[config.mk]
export PLATFORM = sky130hd
export DESIGN_NAME = instr_encoder_loader
export DESIGN_NICKNAME = d
export VERILOG_FILES = /design/src/rtl/instr_encoder_loader.sv
export SDC_FILE = /design/constraint.sdc
export NUM_CORES = 1
export LEC_CHECK = 0
export CORE_UTILIZATION = 35
export CTS_CLUSTER_DIAMETER = 30
export DETAILED_ROUTE_END_ITERATION = 8
export GPL_TIMING_DRIVEN = 0
export PLACE_DENSITY_LB_ADDON = 0.25
export SLEW_MARGIN = 40
export SYNTH_ARGS = -nofsm -noshare
export SYNTH_HDL_FRONTEND = slang
export SYNTH_SLANG_ARGS = --single-unit
[constraint.sdc]
create_clock -name clk -period 4.8 [get_ports clk]
set_clock_uncertainty 0.2 [all_clocks]
set_input_delay 0.96 -clock clk [delete_from_list [all_inputs] [get_ports clk]]
set_output_delay 0.96 -clock clk [all_outputs]
set_load 0.03 [all_outputs]
[src/rtl/instr_encoder_loader.sv]
// instr_encoder_loader
// Turns symbolic instructions (op class plus register/immediate fields) into
// the 32-bit words the main decoder expects and streams them into instruction
// memory, one word per cycle, starting at BASE_ADDR. Used by the boot host to
// load a program while the core is still held in reset.

module instr_encoder_loader #(
    parameter int ADDR_W    = 8,
    parameter int BASE_ADDR = 0
) (
    input  logic              clk,
    input  logic              rst_n,
    input  logic              start,
    input  logic              in_valid,
    output logic              in_ready,
    input  logic [2:0]        in_op,
    input  logic [4:0]        in_rs,
    input  logic [4:0]        in_rt,
    input  logic [4:0]        in_rd,
    input  logic [15:0]       in_imm,
    input  logic [25:0]       in_target,
    input  logic              in_last,
    output logic              imem_we,
    output logic [ADDR_W-1:0] imem_addr,
    output logic [31:0]       imem_wdata,
    output logic              busy,
    output logic              done,
    output logic              err,
    output logic [ADDR_W:0]   count
);

    typedef enum logic [1:0] {
        ST_IDLE = 2'd0,
        ST_LOAD = 2'd1,
        ST_DONE = 2'd2
    } state_t;

    localparam logic [ADDR_W-1:0] BASE      = ADDR_W'(BASE_ADDR);
    // count value just before memory is full: the write that lands now fills it
    localparam logic [ADDR_W:0]   LAST_SLOT = {1'b0, {ADDR_W{1'b1}}};
    localparam logic [ADDR_W+1:0] CAPACITY  = {2'b01, {ADDR_W{1'b0}}};

    state_t            r_state;
    state_t            w_state_nxt;
    logic              w_enter_load;

    logic              r_we;          // encoded word waiting on the write port
    logic              r_we_last;     // that word closes the program
    logic [ADDR_W-1:0] r_addr;        // write pointer, points at the word being written
    logic [31:0]       r_wdata;
    logic              r_err;
    logic [ADDR_W:0]   r_count;
    logic              r_last_seen;   // in_last already accepted, stop taking input

    logic [31:0]       w_enc;
    logic              w_op_valid;
    logic [ADDR_W+1:0] w_fill;
    logic              w_accept;
    logic              w_wr_closes;
    logic              w_invalid_last;

    // Words already written plus the one in flight must stay below capacity.
    assign w_fill   = {1'b0, r_count} + {{(ADDR_W+1){1'b0}}, r_we};
    assign in_ready = (r_state == ST_LOAD) && !r_last_seen && (w_fill < CAPACITY);
    assign w_accept = in_valid && in_ready;

    // The write in progress ends the session if it carries in_last or fills memory.
    assign w_wr_closes    = r_we && (r_we_last || (r_count == LAST_SLOT));
    // An invalid op produces no write, so its in_last must close the session directly.
    assign w_invalid_last = w_accept && !w_op_valid && in_last;

    // Encode the presented fields into the decoder's instruction format.
    always_comb begin
        // NOTE: every always_comb output gets a default first so no path leaves it unassigned (no latch).
        w_enc      = '0;
        w_op_valid = 1'b1;
        unique case (in_op)
            3'b000:  w_enc = {6'b001111, in_rs, in_rt, in_imm};
            3'b001:  w_enc = {6'b001101, in_rs, in_rt, in_imm};
            3'b010:  w_enc = {6'b110010, in_rs, in_rt, in_rd, 5'b0, 6'b0};
            3'b011:  w_enc = {6'b111011, in_rs, in_rt, in_rd, 5'b0, 6'b0};
            3'b100:  w_enc = {6'b000010, in_target};
            3'b110:  w_enc = {6'b000000, in_rs, in_rt, in_rd, 5'b0, 6'b0};
            default: w_op_valid = 1'b0;
        endcase
    end

    // Session state register.
    always_ff @(posedge clk or negedge rst_n) begin
        if (!rst_n) begin
            r_state <= ST_IDLE;
        end else begin
            // NOTE: sequential state uses non-blocking assignments so all flops update from pre-edge values.
            r_state <= w_state_nxt;
        end
    end

    // Next-state logic and state-decoded status outputs.
    always_comb begin
        w_state_nxt  = r_state;
        w_enter_load = 1'b0;
        busy         = 1'b0;
        done         = 1'b0;
        unique case (r_state)
            ST_IDLE: begin
                if (start) begin
                    w_state_nxt  = ST_LOAD;
                    w_enter_load = 1'b1;
                end
            end
            ST_LOAD: begin
                busy = 1'b1;
                if (w_wr_closes || w_invalid_last) begin
                    w_state_nxt = ST_DONE;
                end
            end
            ST_DONE: begin
                done = 1'b1;
                if (start) begin
                    w_state_nxt  = ST_LOAD;
                    w_enter_load = 1'b1;
                end
            end
            default: w_state_nxt = ST_IDLE;
        endcase
    end

    // Write port, pointer, counter and sticky error.
    always_ff @(posedge clk or negedge rst_n) begin
        if (!rst_n) begin
            r_we        <= 1'b0;
            r_we_last   <= 1'b0;
            r_addr      <= BASE;
            r_wdata     <= '0;
            r_err       <= 1'b0;
            r_count     <= '0;
            r_last_seen <= 1'b0;
        end else begin
            r_we <= w_accept && w_op_valid;
            if (w_accept && w_op_valid) begin
                r_wdata   <= w_enc;
                r_we_last <= in_last;
            end

            if (w_enter_load) begin
                r_addr      <= BASE;
                r_count     <= '0;
                r_err       <= 1'b0;
                r_last_seen <= 1'b0;
            end else begin
                // Pointer wraps naturally at 2**ADDR_W when BASE is non-zero.
                if (r_we) begin
                    r_addr  <= r_addr + ADDR_W'(1);
                    r_count <= r_count + (ADDR_W+1)'(1);
                end
                if (w_accept && !w_op_valid) begin
                    r_err <= 1'b1;
                end
                if (w_accept && in_last) begin
                    r_last_seen <= 1'b1;
                end
            end
        end
    end

    assign imem_we    = r_we;
    assign imem_addr  = r_addr;
    assign imem_wdata = r_wdata;
    assign err        = r_err;
    assign count      = r_count;

endmodule

==> flow_summary_export.csv, run 1 <==
group,metric,value,unit
sta,min_period,3315,ps
sta,slew_headroom,0.5078,
sta,setup_viol,0,
cts,cts_tree,"yes",
cts,cts_root_buf,"clkbuf_8",
job,maxCapViolCount,0,
global_routing,antenna_found_initial,0,
setup_path,critPathCaptureType,"output port",
global_routing,grt_pass1_vias,2393,
final_layout,multi_input_area,1122,um^2
setup_path,rr_worst_depth,5,
run_status,run_status,"finished, final reports clean",
synth,ys_async_sr_fraction,1.000,
global_routing,grt_max_degree,29,
cts,cts_hold_buf,0,
placement,dpl_cell_area,3902,um^2
synth,synthFlopType,"dfrtp_1",
sta,period_share,0.6906,
die,core_area,7214,um^2
die,die_y,88.36,um
synth,synth_edf_count,0,
setup_path,r2r-start,"imem_we",
route,firstDrtPassIters,5,
die,start_util,0.3618,
placement,dp_hpwl,5554,um
cts,clkTransAtPathRegs,100,ps
cts,clock_latency,300,ps
sta,max_clock_freq,301.7,MHz
synth,netlist.area_leader.share,0.5081,
global_routing,grt_pass1_wl,11260,um
route,routedWlPerCell,15.04,um
route,ant_nets,0,
final_layout,final_nets,451,
final_layout,regArea,1326,um^2
synth,synth_commonest_cells,"dfrtp_1 (53), nand2_1 (34), o21ai_0 (25)",
setup_path,ff2ff_setup_slack,2900,ps
die,dieArea,7807,um^2
worst_hold_path,hold_depth,2,
synth,ys_ff_latch,53,
die,boundaryPins,119,
synth,syn_area_per_cell,10.04,um^2
cts,clockBufferDepth,2,
synth,netlist_instances,260,
setup_path,crit_path_start_kind,"flop",
synth,yosysTopAreaCell,"dfrtp_1",
die,die_w,88.36,um
synth,syn_nets,328,
route,vias,2416,
final_layout,antenna_cells,0,
cts,cts_sinks,53,
cts,cts_resized,0,
route,routed_wl,7262,um
setup_path,critPathKind,"flop to output port",
power,leakage,1.694,nW
route,initialDrtViolationCount,52,
synth,synth.most_common_cell,"dfrtp_1",
final_layout,fillers,683,
synth,synth.distinct_cells,41,
synth,synth.area.top_cells,"dfrtp_1 (51%), a22oi_1 (6.0%), nand2_1 (4.9%)",
route,vias_per_cell,5.002,
global_routing,track_usage,0.1878,
power,irDropWorstVdd,285.3,uV
route,drc_errors,0,
cts,htreeDepth,2,
setup_path,cp-endpoint,"in_ready",
sta,tightest_slew,733.4,ps
final_layout,final_cell_count_no_fill,483,
cts,cts_setup_buffers,0,
final_layout,area_growth,53.40,%
synth,synth.cell_area,2610,um^2
sta,maxSlewViolCount,0,
synth,ys_seq_area_frac,0.5081,
sta,rsz0062_at_grt,"no",
setup_path,rr_endpoint,"imem_wdata[14]",
setup_path,crit_fanout,9,
placement,placed_cells,475,
sta,hold_viol,0,
sta,finalSetupTns,0,ps
setup_path,cp-startpoint,"count[8]",
power,powerDensity,525.7,nW/um^2
worst_hold_path,min-delay-path-class,"flop to flop",
final_layout,final_area,4004,um^2
die,fp-row-count,31,
cts,cts_made_buffers,5,
placement,gp_congestion,0.7371,
setup_path,cp.arrival,2150,ps
setup_path,cp_data_required_time,3640,ps
synth,yosysWarnings,0,
placement,numPortBuffers,115,
global_routing,grt.overflow.total,0,
final_layout,drive_above_1_share,0.09115,
==> stage by stage <==
step / power (mW) / util / worst slack [ps] / hold slack [ps]
2_1_floorplan: 1.362 / - / 2417 / 275.9
4_1_cts: 2.127 / 0.5550 / 1466 / 290.9
3_5_place_dp: 1.850 / 0.5409 / 1805 / 268.4
5_1_grt: 2.235 / 0.5550 / 1357 / 314.0
6_report: 2.105 / 0.5550 / 1485 / 286.0
3_3_place_gp: 1.822 / 0.5385 / 903.6 / 262.1
==> per-layer routing <==
metal | global-route usage | up-vias | wire, um
met4 | 0.04252 | 0 | 55
met2 | 0.3385 | 80 | 3484
li1 | - | 1168 | -
met3 | 0.04478 | 5 | 474
met5 | 0 | - | 0
met1 | 0.2267 | 1163 | 3248
==> worst max-delay path, cell delays in order, from the launching register on <==
cell	delay, ps
dfrtp_1	450
nor4b_4	370
o31a_1	210
buf_6	130
clkdlybuf4s50_1	680
==> where the power goes <==
group          internal (mW)  total, mW  switching [mW]  leakage, nW
logic                  0.490       1.11           0.617        0.948
registers              0.601      0.721           0.120        0.692
clock network          0.131      0.278           0.147       0.0542
total                   1.22       2.10           0.883         1.69
==> sequential cells by signal, indices dropped and copies added (netlist names) <==
name,cells
imem_we,1
r_last_seen,1
err,1
count,9
imem_addr,8
imem_wdata,30
r_state,2
r_we_last,1
==> worst min-delay path by stage <==
stage | startpoint | slack (ps) | endpoint
2_1_floorplan | r_we_last | 280 | r_we_last
3_3_place_gp | imem_wdata[22] | 260 | imem_wdata[22]
3_5_place_dp | imem_wdata[13] | 270 | imem_wdata[13]
4_1_cts | imem_wdata[13] | 290 | imem_wdata[13]
5_1_grt | imem_wdata[9] | 310 | imem_wdata[9]
6_report | imem_wdata[6] | 290 | imem_wdata[6]
==> cells by family (layout without fill, tap and decap cells) <==
kind of cell	count (synthesis)	in the layout	share of synthesized area
AOI/OAI and AO/OA	76	76	0.1918
xor gates and xnor gates	10	10	0.03356
adders and majority gates	3	3	0.01438
buffers and inverters	26	150	0.06184
DFF	53	53	0.5081
muxes	8	8	0.03260
and+or+nand+nor	84	84	0.1577
==> area by class of cell <==
type | instances | area share
repair buffers | 116 | 0.2919
clock inverters | 1 | 0.001250
inverters | 7 | 0.006563
multi-input cells | 181 | 0.2803
well taps | 99 | 0.03094
plain buffers | 19 | 0.03375
flip-flops and latches | 53 | 0.3312
clock buffers | 7 | 0.02406
==> placed cells by master, fill, tap and decap left out, types with 10 or more instances in the layout <==
| master | n |
|---|---|
| a22oi_1 | 21 |
| nor2_1 | 24 |
| a21oi_1 | 10 |
| o21ai_0 | 25 |
| clkdlybuf4s50_1 | 114 |
| dfrtp_1 | 53 |
| nand2_1 | 34 |
No activity file was read; power rests on OpenSTA's default activity.
==> run 2: changes to the inputs <==
Clock period 4.8 ns to 3.2 ns, I/O delays scaled along.
==> results of run 2 <==
Same layout as run 1 (identical final DEF). Status: finished, final reports clean.
Among the figures that moved: setup slack after placement 1805 ps -> 525.0 ps; setup slack after layout 1485 ps -> 205.2 ps; hold slack 286.0 ps -> 37.46 ps; register-to-register setup slack 2900 ps -> 1300 ps; total power 2.105 mW -> 3.157 mW; worst IR drop on VDD 285.3 uV -> 427.9 uV
==> run 3: changes to the inputs <==
Settings changed: SLEW_MARGIN 40 to 20.
==> run 3 against run 2 <==
Register-to-register slack about the same. First-iteration DRC count grew 44%. Maximum frequency grew 0.22%. Critical path type unchanged. Power about the same. Wire length decreased by 0.18%. Setup slack improved by 6.5 ps. Highest routed layer unchanged. Final cell count down 0.21%. Critical path depth did not move.
==> flow_summary_export.csv, run 3 (same netlist as run 1, synthesis figures left out) <==
group,metric,value,unit
cts,clkTransAtPathRegs,100,ps
final_layout,utilization,0.5522,
worst_hold_path,min-delay-path-class,"primary input to async pin",
cts,htreeDepth,2,
placement,dpl_cell_area,3882,um^2
die,core_area,7214,um^2
final_layout,drive_above_1_share,0.08877,
job,maxCapViolCount,0,
global_routing,track_usage,0.1880,
final_layout,area_growth,52.64,%
die,dieArea,7807,um^2
power,leakage,1.685,nW
global_routing,grt_pass1_wl,11310,um
die,fp-row-count,31,
cts,cts_resized,0,
sta,maxSlewViolCount,0,
final_layout,fillers,675,
die,start_util,0.3618,
setup_path,critPathCaptureType,"output port",
die,die_y,88.36,um
global_routing,antenna_found_initial,0,
final_layout,antenna_cells,0,
final_layout,layout_common_cells,"clkdlybuf4s50_1 (114), dfrtp_1 (53), nand2_1 (34)",
final_layout,final_cell_count_no_fill,482,
route,vias_per_cell,4.996,
power,irDropWorstVdd,436.5,uV
cts,clock_latency,300,ps
die,die_w,88.36,um
cts,cts_sinks,53,
global_routing,grt_pass1_vias,2392,
route,drc_errors,0,
route,routed_wl,7249,um
final_layout,final_area,3984,um^2
die,boundaryPins,119,
sta,setup_viol,0,
sta,finalSetupTns,0,ps
run_status,run_status,"finished, final reports clean",
global_routing,grt_max_degree,54,
cts,cts_made_buffers,5,
final_layout,multi_input_area,1122,um^2
sta,slew_headroom,0.5052,
setup_path,critPathKind,"flop to output port",
cts,clockBufferDepth,2,
setup_path,cp_data_required_time,2360,ps
sta,fin_ws,211.7,ps
placement,dp_hpwl,5439,um
sta,tightest_slew,737.3,ps
sta,min_period,2988,ps
sta,max_clock_freq,334.6,MHz
route,ant_nets,0,
final_layout,final_nets,450,
cts,cts_hold_buf,0,
placement,place_ws,532.0,ps
final_layout,regArea,1326,um^2
setup_path,crit_fanout,9,
placement,placed_cells,474,
final_layout,final_common_cell,"clkdlybuf4s50_1",
cts,cts_setup_buffers,0,
cts,cts_root_buf,"clkbuf_8",
route,initialDrtViolationCount,75,
final_layout,largest_reg_flops,30,
route,routedWlPerCell,15.04,um
global_routing,grt.overflow.total,0,
setup_path,crit_path_start_kind,"flop",
placement,numPortBuffers,115,
cts,cts_tree,"yes",
power,powerDensity,791.9,nW/um^2
route,vias,2408,
setup_path,cp.arrival,2150,ps
sta,period_share,0.9338,
sta,rsz0062_at_grt,"no",
placement,gp_congestion,0.7371,
sta,hold_viol,0,
route,firstDrtPassIters,4,
[run 3: cell count changes in the layout (fill, tap and decap cells not counted), sizes merged]
cell	change
buf	-1
[run 3: stage by stage]
| stage | hold WS (ps) | power [mW] |
|---|---|---|
| 2_1_floorplan | 144.4 | 2.044 |
| 3_3_place_gp | 262.1 | 2.733 |
| 3_5_place_dp | 271.3 | 2.768 |
| 4_1_cts | 193.2 | 3.189 |
| 5_1_grt | 211.8 | 3.350 |
| 6_report | 157.0 | 3.155 |
[run 3: worst paths after layout]
check	start	endpoint	slack [ps]	cells past startpoint
worst min-delay path	rst_n	imem_wdata[30]	160	1
worst min register to register	imem_wdata[16]	imem_wdata[16]	290	2
max in group asynchronous	rst_n	imem_wdata[20]	2170	1
worst max-delay path	count[8]	in_ready	210	4
worst max register to register	imem_we	imem_wdata[21]	1300	4
min in group clk	imem_wdata[16]	imem_wdata[16]	290	2
[run 3: layer usage]
| metal | part of all wire | up-vias | track usage |
|---|---|---|---|
| met2 | 0.48 | 84 | 0.3329 |
| met1 | 0.44 | 1156 | 0.2296 |
| met3 | 0.071 | 7 | 0.04571 |
| met4 | 0.010 | 0 | 0.04692 |
| li1 | - | 1161 | - |
| met5 | 0 | - | 0 |
[run 3: layout make-up]
cell class | instances | area share
Sequential cell | 53 | 0.3329
Timing Repair Buffer | 115 | 0.2883
Multi-Input combinational cell | 181 | 0.2817
Buffer | 19 | 0.03392
Tap cell | 99 | 0.03109
Clock buffer | 7 | 0.02418
Inverter | 7 | 0.006595
Clock inverter | 1 | 0.001256
[run 3: critical path: stages, from the launching register on]
cell,delay [ps]
dfrtp_1,450
nor4b_4,370
o31a_1,210
buf_6,140
clkdlybuf4s50_1,680
[run 3: report_power, final]
group | internal, mW | total (mW) | switching (mW)
Sequential | 0.902 | 1.08 | 0.179
Combinational | 0.731 | 1.66 | 0.924
Clock | 0.196 | 0.418 | 0.222
